$ cat config.mk
export PLATFORM = sky130hd
export DESIGN_NAME = alu_issue_ctrl_flat
export DESIGN_NICKNAME = d
export VERILOG_FILES = /design/src/rtl/alu_issue_ctrl_if.sv /design/src/rtl/alu_issue_ctrl.sv /design/src/flat_wrapper.sv
export SDC_FILE = /design/constraint.sdc
export NUM_CORES = 1
export LEC_CHECK = 0
export CAP_MARGIN = 20
export CELL_PAD_IN_SITES_DETAIL_PLACEMENT = 2
export CELL_PAD_IN_SITES_GLOBAL_PLACEMENT = 2
export CORE_MARGIN = 2
export CORE_UTILIZATION = 23
export CTS_CLUSTER_DIAMETER = 120
export CTS_CLUSTER_SIZE = 24
export DETAILED_ROUTE_END_ITERATION = 6
export PLACE_DENSITY_LB_ADDON = 0.1
export REMOVE_ABC_BUFFERS = 1
export SLEW_MARGIN = 20
export SYNTH_ARGS = -nofsm -noshare
export SYNTH_HDL_FRONTEND = slang
export SYNTH_SLANG_ARGS = --single-unit
$ cat constraint.sdc
create_clock -name clk_i -period 4.45 [get_ports clk_i]
set_clock_uncertainty 0.05 [all_clocks]
set_input_delay 0.6675 -clock clk_i [delete_from_list [all_inputs] [get_ports clk_i]]
set_output_delay 0.6675 -clock clk_i [all_outputs]
set_load 0.005 [all_outputs]
$ cat src/rtl/alu_issue_ctrl_if.sv
// alu_issue_ctrl_if: request, ALU and response bundle around the ALU issue controller
interface alu_issue_ctrl_if #(
    parameter int DATA_W = 32,
    parameter int OP_W   = 5
);
    logic              req0_valid_i, req0_ready_o;
    logic [DATA_W-1:0] req0_rs1_i, req0_rs2_i;
    logic [OP_W-1:0]   req0_op_i;
    logic              req1_valid_i, req1_ready_o;
    logic [DATA_W-1:0] req1_rs1_i, req1_rs2_i;
    logic [OP_W-1:0]   req1_op_i;
    logic [DATA_W-1:0] alu_rs1_o, alu_rs2_o, alu_rd_i;
    logic [OP_W-1:0]   alu_op_o;
    logic              rsp0_valid_o, rsp0_ready_i, rsp1_valid_o, rsp1_ready_i;
    logic [DATA_W-1:0] rsp_rd_o;
    logic              busy_o;
    logic [15:0]       done_cnt_o;

    modport slave (
        input  req0_valid_i, req0_rs1_i, req0_rs2_i, req0_op_i,
        input  req1_valid_i, req1_rs1_i, req1_rs2_i, req1_op_i,
        input  alu_rd_i, rsp0_ready_i, rsp1_ready_i,
        output req0_ready_o, req1_ready_o, alu_rs1_o, alu_rs2_o, alu_op_o,
        output rsp0_valid_o, rsp1_valid_o, rsp_rd_o, busy_o, done_cnt_o
    );

    modport master (
        output req0_valid_i, req0_rs1_i, req0_rs2_i, req0_op_i,
        output req1_valid_i, req1_rs1_i, req1_rs2_i, req1_op_i,
        output alu_rd_i, rsp0_ready_i, rsp1_ready_i,
        input  req0_ready_o, req1_ready_o, alu_rs1_o, alu_rs2_o, alu_op_o,
        input  rsp0_valid_o, rsp1_valid_o, rsp_rd_o, busy_o, done_cnt_o
    );
endinterface

$ cat src/rtl/alu_issue_ctrl.sv
// alu_issue_ctrl: round-robin two-requester issue controller for a registered ALU
module alu_issue_ctrl #(
    parameter int DATA_W  = 32,
    parameter int OP_W    = 5,
    parameter int ALU_LAT = 1
) (
    input  logic             clk_i,
    input  logic             rst_n_i,
    alu_issue_ctrl_if.slave  bus
);
    localparam int CW = $clog2(ALU_LAT + 1);

    typedef enum logic [1:0] {IDLE, EXEC, RESP} state_t;

    state_t        state, state_nxt;
    logic          last_grant, gnt_id, gnt, hs, take;
    logic [CW-1:0] cnt;
    logic [15:0]   done_cnt;

    always_comb begin
        gnt              = (bus.req0_valid_i && bus.req1_valid_i) ? ~last_grant : bus.req1_valid_i;
        hs               = (state == IDLE) && (bus.req0_valid_i || bus.req1_valid_i);
        take             = (state == RESP) && (gnt_id ? bus.rsp1_ready_i : bus.rsp0_ready_i);
        bus.req0_ready_o = hs && !gnt;
        bus.req1_ready_o = hs && gnt;
        bus.rsp0_valid_o = (state == RESP) && !gnt_id;
        bus.rsp1_valid_o = (state == RESP) && gnt_id;
        bus.busy_o       = state != IDLE;
        bus.done_cnt_o   = done_cnt;
        state_nxt        = hs ? EXEC : (state == EXEC && cnt == '0) ? RESP : take ? IDLE : state;
    end

    always_ff @(posedge clk_i) begin
        if (!rst_n_i) begin
            state         <= IDLE;
            last_grant    <= 1'b1;
            gnt_id        <= 1'b0;
            cnt           <= '0;
            done_cnt      <= '0;
            bus.alu_rs1_o <= '0;
            bus.alu_rs2_o <= '0;
            bus.alu_op_o  <= '0;
            bus.rsp_rd_o  <= '0;
        end else begin
            state    <= state_nxt;
            done_cnt <= done_cnt + 16'(take);
            if (hs) begin
                bus.alu_rs1_o <= gnt ? bus.req1_rs1_i : bus.req0_rs1_i;
                bus.alu_rs2_o <= gnt ? bus.req1_rs2_i : bus.req0_rs2_i;
                bus.alu_op_o  <= gnt ? bus.req1_op_i : bus.req0_op_i;
                gnt_id        <= gnt;
                last_grant    <= gnt;
                cnt           <= CW'(ALU_LAT);
            end else if (cnt != '0) begin
                cnt <= cnt - CW'(1);
            end
            // the ALU result lines up with the last EXEC cycle
            if (state == EXEC && cnt == '0) bus.rsp_rd_o <= bus.alu_rd_i;
        end
    end
endmodule

$ cat src/flat_wrapper.sv
// flat-port wrapper written by rule: the top's interface ports become plain ports
module alu_issue_ctrl_flat 
#(
    parameter int DATA_W  = 32,
    parameter int OP_W    = 5,
    parameter int ALU_LAT = 1
)
  (clk_i, rst_n_i, bus_req0_valid_i, bus_req0_rs1_i, bus_req0_rs2_i, bus_req0_op_i, bus_req1_valid_i, bus_req1_rs1_i, bus_req1_rs2_i, bus_req1_op_i, bus_alu_rd_i, bus_rsp0_ready_i, bus_rsp1_ready_i, bus_req0_ready_o, bus_req1_ready_o, bus_alu_rs1_o, bus_alu_rs2_o, bus_alu_op_o, bus_rsp0_valid_o, bus_rsp1_valid_o, bus_rsp_rd_o, bus_busy_o, bus_done_cnt_o);
  alu_issue_ctrl_if #(.DATA_W(DATA_W), .OP_W(OP_W)) bus_i ();
  input  logic clk_i;
  input  logic rst_n_i;
  input wire logic [$bits(bus_i.req0_valid_i)-1:0] bus_req0_valid_i;
  input wire logic [$bits(bus_i.req0_rs1_i)-1:0] bus_req0_rs1_i;
  input wire logic [$bits(bus_i.req0_rs2_i)-1:0] bus_req0_rs2_i;
  input wire logic [$bits(bus_i.req0_op_i)-1:0] bus_req0_op_i;
  input wire logic [$bits(bus_i.req1_valid_i)-1:0] bus_req1_valid_i;
  input wire logic [$bits(bus_i.req1_rs1_i)-1:0] bus_req1_rs1_i;
  input wire logic [$bits(bus_i.req1_rs2_i)-1:0] bus_req1_rs2_i;
  input wire logic [$bits(bus_i.req1_op_i)-1:0] bus_req1_op_i;
  input wire logic [$bits(bus_i.alu_rd_i)-1:0] bus_alu_rd_i;
  input wire logic [$bits(bus_i.rsp0_ready_i)-1:0] bus_rsp0_ready_i;
  input wire logic [$bits(bus_i.rsp1_ready_i)-1:0] bus_rsp1_ready_i;
  output wire logic [$bits(bus_i.req0_ready_o)-1:0] bus_req0_ready_o;
  output wire logic [$bits(bus_i.req1_ready_o)-1:0] bus_req1_ready_o;
  output wire logic [$bits(bus_i.alu_rs1_o)-1:0] bus_alu_rs1_o;
  output wire logic [$bits(bus_i.alu_rs2_o)-1:0] bus_alu_rs2_o;
  output wire logic [$bits(bus_i.alu_op_o)-1:0] bus_alu_op_o;
  output wire logic [$bits(bus_i.rsp0_valid_o)-1:0] bus_rsp0_valid_o;
  output wire logic [$bits(bus_i.rsp1_valid_o)-1:0] bus_rsp1_valid_o;
  output wire logic [$bits(bus_i.rsp_rd_o)-1:0] bus_rsp_rd_o;
  output wire logic [$bits(bus_i.busy_o)-1:0] bus_busy_o;
  output wire logic [$bits(bus_i.done_cnt_o)-1:0] bus_done_cnt_o;
  assign bus_i.req0_valid_i = bus_req0_valid_i;
  assign bus_i.req0_rs1_i = bus_req0_rs1_i;
  assign bus_i.req0_rs2_i = bus_req0_rs2_i;
  assign bus_i.req0_op_i = bus_req0_op_i;
  assign bus_i.req1_valid_i = bus_req1_valid_i;
  assign bus_i.req1_rs1_i = bus_req1_rs1_i;
  assign bus_i.req1_rs2_i = bus_req1_rs2_i;
  assign bus_i.req1_op_i = bus_req1_op_i;
  assign bus_i.alu_rd_i = bus_alu_rd_i;
  assign bus_i.rsp0_ready_i = bus_rsp0_ready_i;
  assign bus_i.rsp1_ready_i = bus_rsp1_ready_i;
  assign bus_req0_ready_o = bus_i.req0_ready_o;
  assign bus_req1_ready_o = bus_i.req1_ready_o;
  assign bus_alu_rs1_o = bus_i.alu_rs1_o;
  assign bus_alu_rs2_o = bus_i.alu_rs2_o;
  assign bus_alu_op_o = bus_i.alu_op_o;
  assign bus_rsp0_valid_o = bus_i.rsp0_valid_o;
  assign bus_rsp1_valid_o = bus_i.rsp1_valid_o;
  assign bus_rsp_rd_o = bus_i.rsp_rd_o;
  assign bus_busy_o = bus_i.busy_o;
  assign bus_done_cnt_o = bus_i.done_cnt_o;
  alu_issue_ctrl #(.DATA_W(DATA_W), .OP_W(OP_W), .ALU_LAT(ALU_LAT)) u_core (.clk_i(clk_i), .rst_n_i(rst_n_i), .bus(bus_i));
endmodule
==> summary.md <==
| Metric | Value |
|---|---|
| Outcome | `finished, final reports clean` |
| RR Startpoint | `u_core.state[1]` |
| Syn Area/Cell | `9.66 um^2` |
| Period minus WS final | `3160 ps` |
| Global route overflow | `0` |
| Net Sw Power | `889 uW` |
| Die Span Y | `154 um` |
| Static leakage | `0.00317 uW` |
| Layout Utilization | `0.403` |
| CP Buf/Inv Count | `2` |
| Power Internal | `2400 uW` |
| Clock slew at reported path FFs | `60 ps` |
| Final period utilization | `0.710` |
| Placement Setup Slack | `1280 ps` |
| Initial antenna violation count | `2` |
| Vias | `5468` |
| Slowest-stage cell, CP | `clkdlybuf4s50_1` |
| Hold Buf Count CTS | `0` |
| CTS sink cnt | `122` |
| Primary FF master, synth | `dfxtp_1` |
| Final setup viols | `0` |
| Async SR Flop Fraction | `0` |
| Worst-Margin Slew | `898 ps` |
| First-pass GRT wire length | `34800 um` |
| Post-synth EDFFs | `0` |
| CTS buffer count | `17` |
| Slew headroom | `0.401` |
| Initial DRC Count | `168` |
| Resized cells post-CTS | `0` |
| Buffers on Ports | `297` |
| Clock Power Share | `0.422` |
| Clock Path Buffers | `2` |
| Sequential Power Share | `0.376` |
| Total power | `3290 uW` |
| IO Count | `298` |
| # H-tree levels | `4` |
| TritonCTS clock tree | `done` |
| Startpoint Class | `primary input` |
| Die area | `0.0236 mm^2` |
| Placed wire-length estimate | `15800 um` |
| Nets | `981` |
| Post-CTS Setup Repair Bufs | `0` |
| Core area | `0.0219 mm^2` |
| Flip-flop and latch count after synthesis | `122` |
| Net Sw Frac | `0.270` |
| DRT Wirelength | `22300 um` |
| CP Capture Type | `output pin` |
| Worst path required time | `3730 ps` |
| Netlist cell types | `40` |
| WP data arrival | `2440 ps` |
| # DRC | `0` |
| HP Start | `u_core.bus.alu_rs2_o[8]` |
| Row Count | `54` |
| Worst path cell trace | `clkdlybuf4s50_1 > nand2b_4 > and3_1 > clkdlybuf4s50_1` |
| Fmax | `0.316 GHz` |
| Pwr Density | `373 mW/mm^2` |
| TritonRoute pass-1 iters | `4` |
| GRT Util Overall | `0.188` |
| Max Cap Viol | `0` |
| Mapped Cells | `533` |
| Worst Setup SP | `bus_req1_valid_i` |
| Final GP Congestion | `0.782` |
| CTS root buf | `clkbuf_16` |
| Crit path top cell by count | `clkdlybuf4s50_1` |
| Drt via density | `4.98` |
| Proportion of layout cells with a drive suffix above 1 | `0.0675` |
| Die extent in x | `154 um` |
| Mapped cell area | `0.00515 mm^2` |
| Final hold vios | `0` |
| Worst-path fanout max | `50` |
| VDD IR-drop max | `0.223 mV` |
| Avg WL per Cell | `20.3 um` |
| RSZ-0062 raised after global routing | `no` |
| Crit path largest cell delay | `510 ps` |
| Worst skew pair latency | `420 ps` |
| Combinational power share | `0.202` |
| Pin count of the biggest net entering global routing | `70` |
| Initial core utilization | `0.235` |
| Top delay family on crit path | `buffers and inverters` |
| Worst min path class | `flip-flop to flip-flop` |
| Fin. max-slew vios | `0` |
| Yosys warns | `0` |
| Final WS setup | `1290 ps` |
| P&R area growth vs syn | `71.3%` |
| Crit path kind | `primary input to output pin` |
| Post-DRT Antenna Nets | `0` |
| Sequential share of the synthesized area | `0.474` |
| Vias in the first global route | `6097` |
[cell families after synthesis]
kind of cell             after synthesis  synth area share
XOR/XNOR                               3           0.00510
multiplexers                          37            0.0719
flip-flops                           122             0.474
AND/OR/NAND/NOR                      168             0.179
AO/OA/AOI/OAI                        140             0.197
buffers and inverters                 60            0.0659
adder cells (fa/ha/maj)                3           0.00729
[metrics by stage]
stage	hold WS [ps]	instances	setup TNS (ps)	instance area, um^2
after detailed placement	397	1063	0	8220
after global routing	431	1097	0	8820
final	417	1097	0	8820
after CTS	421	1095	0	8810
after floorplan	406	478	-1060	4830
after global placement	394	1063	0	8220
[layout make-up]
class                           instances  area [um^2]
Fill cell                            2364        13100
Clock buffer                           17          425
Tap cell                              280          350
Multi-Input combinational cell        351         2390
Antenna cell                            2         5.00
Timing Repair Buffer                  305         3030
Inverter                                5         18.8
Clock inverter                         15          164
Sequential cell                       122         2440
[cells in the final DEF (no fill, tap or decap), types with 3 or more instances in the layout]
cell	n
a21oi_1	8
or3_2	3
nand2b_1	5
o2bb2ai_1	17
nor4_1	4
dfxtp_1	122
a221o_1	22
or4_1	3
clkinv_4	4
nand4_1	32
o31ai_1	3
a32oi_1	17
inv_6	4
o21ai_0	37
nor2_1	39
clkdlybuf4s50_1	296
ha_1	3
a31oi_1	30
and2_1	3
and3_1	23
inv_1	3
clkinv_2	3
nand3_1	38
nand2_1	10
mux2i_1	37
buf_4	8
clkbuf_16	17
[power by group through the flow]
stage / Combinational, uW / Sequential (uW) / Clock, uW
floorplan: 222 / 1260 / 0
global placement: 654 / 1250 / 0
detailed placement: 670 / 1260 / 0
CTS: 675 / 1240 / 1440
global route: 721 / 1250 / 1480
finish: 665 / 1240 / 1390
[Yosys cell counts (all sizes together), types with 3 or more instances]
cell     number  area [um^2]
dfxtp       122         2440
nor2         41          161
nand3        38          190
mux2i        37          370
o21ai        37          185
nand4        33          221
a31oi        30          188
clkbuf       30          115
buf          25          205
and3         23          144
a221o        22          220
a32oi        17          149
o2bb2ai      17          149
nand2        10         37.5
a21oi         8         40.0
nand2b        6         45.0
inv           5         18.8
nor4          4         25.0
or3           4         28.8
and2          3         18.8
ha            3         37.5
o21a          3         23.8
o31ai         3         22.5
or4           3         22.5
[state kept, by name, indices dropped and copies added, names as in the netlist]
name                   count
u_core.gnt_id              1
u_core.last_grant          1
u_core.bus.alu_rs1_o      32
u_core.cnt                 1
u_core.bus.done_cnt_o     16
u_core.bus.alu_rs2_o      32
u_core.state               2
u_core.bus.alu_op_o        5
u_core.bus.rsp_rd_o       32
[worst paths after layout]
kind                                     to  slack [ps]  depth (start not counted)
hold / removal      u_core.bus.alu_rs2_o[8]         420                          1
setup reg to reg  u_core.bus.done_cnt_o[10]        2150                          7
hold reg to reg     u_core.bus.alu_rs2_o[8]         420                          1
setup / recovery           bus_req0_ready_o        1290                          4
[metal layers]
| layer | track usage | part of all wire | vias up |
|---|---|---|---|
| li1 | - | - | 2559 |
| met1 | 0.207 | 0.40 | 2696 |
| met2 | 0.336 | 0.52 | 186 |
| met3 | 0.0640 | 0.063 | 27 |
| met4 | 0.0647 | 0.020 | 0 |
| met5 | 0 | 0 | - |
Power figures use the tool's default switching activity.
